### src/rtl/seg_value_formatter.sv
// Formats a 32-bit value as eight 7-segment glyphs (hex or decimal).
// Decimal uses a sequential shift-add-3 binary-to-BCD converter.
module seg_value_formatter #(
  parameter int LZ_BLANK = 1
) (
  input  logic        clk,
  input  logic        rst,
  input  logic        load,
  input  logic [31:0] value,
  input  logic        mode,
  input  logic [7:0]  dp,
  output logic        busy,
  output logic        done,
  output logic [7:0]  seg0,
  output logic [7:0]  seg1,
  output logic [7:0]  seg2,
  output logic [7:0]  seg3,
  output logic [7:0]  seg4,
  output logic [7:0]  seg5,
  output logic [7:0]  seg6,
  output logic [7:0]  seg7
);

  typedef enum logic [1:0] {
    IDLE,
    SHIFT,
    ENCODE
  } state_t;

  state_t      state;
  logic [4:0]  cnt;
  logic [31:0] bin;
  logic [31:0] bcd;
  logic [31:0] adj;
  logic [31:0] src;
  logic        mode_q;
  logic        ovf;
  logic [7:0]  dp_q;
  logic [7:0]  nxt [8];
  logic [3:0]  dig;
  logic [3:0]  nib;
  logic [7:0]  g;
  logic        seen;

  function automatic logic [7:0] glyph(input logic [3:0] d);
    logic [7:0] r;
    unique case (d)
      4'h0: r = 8'hC0;
      4'h1: r = 8'hF9;
      4'h2: r = 8'hA4;
      4'h3: r = 8'hB0;
      4'h4: r = 8'h99;
      4'h5: r = 8'h92;
      4'h6: r = 8'h82;
      4'h7: r = 8'hF8;
      4'h8: r = 8'h80;
      4'h9: r = 8'h90;
      4'hA: r = 8'h88;
      4'hB: r = 8'h83;
      4'hC: r = 8'hC6;
      4'hD: r = 8'hA1;
      4'hE: r = 8'h86;
      4'hF: r = 8'h8E;
    endcase
    return r;
  endfunction

  always_comb begin
    adj = bcd;
    nib = 4'h0;
    for (int k = 0; k < 8; k++) begin
      nib = bcd[4*k +: 4];
      adj[4*k +: 4] = (nib >= 4'd5) ? nib + 4'd3 : nib;
    end
  end

  // Scan from the top digit down; "seen" flips at the first non-zero digit.
  always_comb begin
    src  = mode_q ? bcd : bin;
    seen = 1'b0;
    dig  = 4'h0;
    g    = 8'hFF;
    for (int i = 0; i < 8; i++) nxt[i] = 8'hFF;
    for (int i = 7; i >= 0; i--) begin
      dig = src[4*i +: 4];
      if (dig != 4'h0 || i == 0) seen = 1'b1;
      if (ovf)
        g = 8'hBF;
      else if (LZ_BLANK != 0 && !seen)
        g = 8'hFF;
      else
        g = glyph(dig);
      if (!ovf && dp_q[i]) g[7] = 1'b0;
      nxt[i] = g;
    end
  end

  always_ff @(posedge clk) begin
    if (!rst) begin
      state  <= IDLE;
      cnt    <= 5'd0;
      bin    <= 32'd0;
      bcd    <= 32'd0;
      mode_q <= 1'b0;
      ovf    <= 1'b0;
      dp_q   <= 8'h00;
      busy   <= 1'b0;
      done   <= 1'b0;
      seg0   <= 8'hFF;
      seg1   <= 8'hFF;
      seg2   <= 8'hFF;
      seg3   <= 8'hFF;
      seg4   <= 8'hFF;
      seg5   <= 8'hFF;
      seg6   <= 8'hFF;
      seg7   <= 8'hFF;
    end else begin
      done <= 1'b0;
      unique case (state)
        IDLE: begin
          if (load) begin
            bin    <= value;
            bcd    <= 32'd0;
            mode_q <= mode;
            dp_q   <= dp;
            cnt    <= 5'd0;
            busy   <= 1'b1;
            ovf    <= mode && (value > 32'd99_999_999);
            if (mode && value <= 32'd99_999_999)
              state <= SHIFT;
            else
              state <= ENCODE;
          end
        end
        SHIFT: begin
          bcd <= {adj[30:0], bin[31]};
          bin <= {bin[30:0], 1'b0};
          cnt <= cnt + 5'd1;
          if (cnt == 5'd31) state <= ENCODE;
        end
        ENCODE: begin
          seg0  <= nxt[0];
          seg1  <= nxt[1];
          seg2  <= nxt[2];
          seg3  <= nxt[3];
          seg4  <= nxt[4];
          seg5  <= nxt[5];
          seg6  <= nxt[6];
          seg7  <= nxt[7];
          done  <= 1'b1;
          busy  <= 1'b0;
          cnt   <= 5'd0;
          state <= IDLE;
        end
        default: state <= IDLE;
      endcase
    end
  end

endmodule

### config.mk
export PLATFORM = sky130hd
export DESIGN_NAME = seg_value_formatter
export DESIGN_NICKNAME = d
export VERILOG_FILES = /design/src/rtl/seg_value_formatter.sv
export SDC_FILE = /design/constraint.sdc
export NUM_CORES = 1
export LEC_CHECK = 0
export ABC_AREA = 1
export CORE_UTILIZATION = 61
export CTS_CLUSTER_DIAMETER = 200
export DETAILED_ROUTE_END_ITERATION = 8
export PLACE_DENSITY = 0.87
export SLEW_MARGIN = 40
export SYNTH_ARGS = -nofsm -noshare
export SYNTH_HDL_FRONTEND = slang
export SYNTH_SLANG_ARGS = --single-unit
### constraint.sdc
create_clock -name clk -period 4.4 [get_ports clk]
set_input_delay 1.32 -clock clk [delete_from_list [all_inputs] [get_ports clk]]
set_output_delay 1.32 -clock clk [all_outputs]
set_load 0.01 [all_outputs]
==> impl_metrics.env <==
export IMPL_start_util_pct=63.0
export IMPL_io_pins=110
export IMPL_crit_chain="clkdlybuf4s50_1, inv_1, nor3_1, buf_4, inv_1, nand2_1, buf_4, o21ai_0, a31oi_1"
export IMPL_fin_hold_ws_ns=0.466
export IMPL_clk_latency_ns=0.43
export IMPL_final_fill_count=1091
export IMPL_area_growth_pct=19.7
export IMPL_grt_max_degree=84
export IMPL_drtIter0Drc=651
export IMPL_clock_skew_ns=0.00738
export IMPL_antenna_left=0
export IMPL_worst_setup_path_end_kind="flop"
export IMPL_grt_usage_pct=32.7
export IMPL_powerDensity_nw_per_um2=360
export IMPL_fp_dieH_um=122
export IMPL_max_stage_delay_ns=0.51
export IMPL_outcome="completed"
export IMPL_period_share_pct=73.2
export IMPL_maxSlewViolCount=0
export IMPL_drive_above_1_share_pct=6.72
export IMPL_cp_startpoint="load"
export IMPL_wire_per_inst_um=15.4
export IMPL_crit_path_start_kind="input pin"
export IMPL_hold_path_class="reg2reg"
export IMPL_hp_start="seg7[5]$_SDFFE_PN1P_"
export IMPL_overflow=0
export IMPL_holdBufCountCts=0
export IMPL_fin_crit_ns=3.22
export IMPL_worstPathRequired_ns=4.74
export IMPL_cpLargestDelayFamily="buffers and inverters"
export IMPL_worst_pin_slew_ns=0.724
export IMPL_syn_area_um2=8810
export IMPL_vias_per_cell=5.79
export IMPL_wirelength_um=23900
export IMPL_vias=8969
export IMPL_synth_area_per_cell_um2=6.89
export IMPL_antenna_found_initial=0
export IMPL_ctsResizeCount=0
export IMPL_fin_setup_tns_ns=0
export IMPL_cts_root_buf="clkbuf_16"
export IMPL_antenna_cells=0
export IMPL_final_setup_viol_count=0
export IMPL_first_pass_iters=6
export IMPL_grt_pass1_vias=8422
export IMPL_finalHoldViolCount=0
export IMPL_max_cap_violations=0
export IMPL_cts_made_buffers=17
export IMPL_port_buffers=109
export IMPL_fin_nets=1465
export IMPL_yosysWarnings=0
export IMPL_die_area_um2=14900
export IMPL_final_cell_mix="318 x nand2_1, 146 x dfxtp_1, 121 x inv_1, 114 x a21oi_1"
export IMPL_coreArea_um2=14000
export IMPL_syn_num_nets=1386
export IMPL_gp_congestion=0.943
export IMPL_p_leak_uw=0.00434
export IMPL_cts_tree="yes"
export IMPL_synthCells=1279
export IMPL_grt_pass1_wl_um=38900
export IMPL_cts_buffer_depth=2
export IMPL_post_cts_buffers=0
export IMPL_cts_sinks=147
export IMPL_cp_num_buf_inv=5
export IMPL_r2r_start="state[0]$_SDFFE_PN0P_"
export IMPL_fmax_mhz=310
export IMPL_slowest_stage="buf_4"
export IMPL_ir_drop_mv=0.299
export IMPL_htreeDepth=4
export IMPL_rsz0062_at_grt="no"
export IMPL_clk_pin_slew_ns=0.06
export IMPL_dp_hpwl_um=15900
export IMPL_ys_ff_latch=147
export IMPL_arrival_ns=3.56
export IMPL_synth_cell_types=45
export IMPL_fp_dieW_um=122
export IMPL_layout_commonest_cell="nand2_1"
export IMPL_drc=0
export IMPL_rows=43
export IMPL_path_max_fanout=63
export IMPL_ys_seq_area_share_pct=33.4
export IMPL_slew_headroom_pct=51.7
export IMPL_criticalPathCategory="in2reg"
## per-stage QoR
stage	setup slack, ns	std cells	util (%)	instance area [um2]	power [uW]
5_1_grt	0.986	1550	75.4	10500	3950
3_5_place_dp	0.865	1519	71.0	9930	2280
6_report	1.18	1550	75.4	10500	3800
3_3_place_gp	0.848	1519	71.0	9930	2260
4_1_cts	1.24	1550	75.3	10500	3780
2_1_floorplan	1.90	1279	-	8810	2010
## layer usage
layer	vias to the layer above	part of all wire, %	global-route usage (%)	routed length, um
li1	4398	-	-	-
met1	4122	40	37.1	9630
met2	381	50	58.1	11900
met3	68	6.3	6.84	1500
met4	0	3.4	15.9	815
met5	-	0	0	0
## Yosys cell counts (all sizes together)
cell type | n | area [um2]
o22ai | 6 | 37.5
a21oi | 114 | 571
nand3 | 77 | 420
nor2 | 97 | 408
o221ai | 3 | 26.3
o2111ai | 3 | 26.3
ha | 63 | 788
a41oi | 4 | 35.0
o211ai | 9 | 67.6
xor2 | 6 | 52.6
o311ai | 1 | 8.76
o21ai | 145 | 842
nand3b | 2 | 15.0
a31oi | 37 | 231
o31ai | 2 | 15.0
a221oi | 1 | 8.76
o21a | 8 | 60.1
dfxtp | 147 | 2940
nor3 | 26 | 130
nor4 | 1 | 6.26
nand4 | 2 | 12.5
clkbuf | 41 | 154
buf | 17 | 131
or2 | 12 | 75.1
inv | 127 | 477
nand2 | 325 | 1250
a211oi | 1 | 7.51
clkinv | 1 | 3.75
and2 | 1 | 6.26
## power breakdown
| group | switching [uW] | internal [uW] | total [uW] |
|---|---|---|---|
| Sequential | 65.3 | 1410 | 1480 |
| Combinational | 485 | 316 | 801 |
| Clock | 569 | 949 | 1520 |
| Total | 1120 | 2680 | 3800 |
## final timing paths
check	endpoint	slack, ns	depth (start not counted)
worst max register to register	bin[30]$_SDFFE_PN0P_	1.25	8
worst min-delay path	seg7[5]$_SDFFE_PN1P_	0.47	2
worst min register to register	seg7[5]$_SDFFE_PN1P_	0.47	2
worst max-delay path	bin[30]$_SDFFE_PN0P_	1.18	9
## logic make-up (layout without fill, tap and decap cells)
| logic type | Yosys count | after routing | share of synthesized area [%] |
|---|---|---|---|
| buffers and inverters | 186 | 277 | 8.69 |
| XOR/XNOR | 6 | 6 | 0.597 |
| AND/OR/NAND/NOR | 543 | 543 | 26.4 |
| adder cells (fa/ha/maj) | 63 | 63 | 8.95 |
| AO/OA/AOI/OAI | 334 | 334 | 22.0 |
| flip-flops | 147 | 147 | 33.4 |
## sequential cells by signal (all words and copies together) (netlist names), 2 cells and up
name,flops
bin,32
cnt,5
seg1,8
seg2,8
seg6,8
seg4,8
seg0,8
state,2
seg3,8
seg5,8
seg7,8
bcd,32
dp_q,8
## final cells by class
| type | count | area, um2 | area share (%) |
|---|---|---|---|
| Multi-Input combinational cell | 946 | 5110 | 48.5 |
| Sequential cell | 147 | 2950 | 27.9 |
| Timing Repair Buffer | 118 | 1170 | 11.1 |
| Clock buffer | 23 | 488 | 4.63 |
| Inverter | 128 | 482 | 4.57 |
| Tap cell | 180 | 225 | 2.14 |
| Clock inverter | 8 | 124 | 1.17 |
## worst register-to-register path, cell delays in order, from the launching register on
cell      delay (ns)
dfxtp_1         0.40
inv_2           0.08
nor2_4          0.07
buf_4           0.48
clkinv_2        0.75
nand2_1         0.32
buf_4           0.51
o21ai_0         0.22
a31oi_1         0.24
No activity file was read; power rests on OpenSTA's default activity.
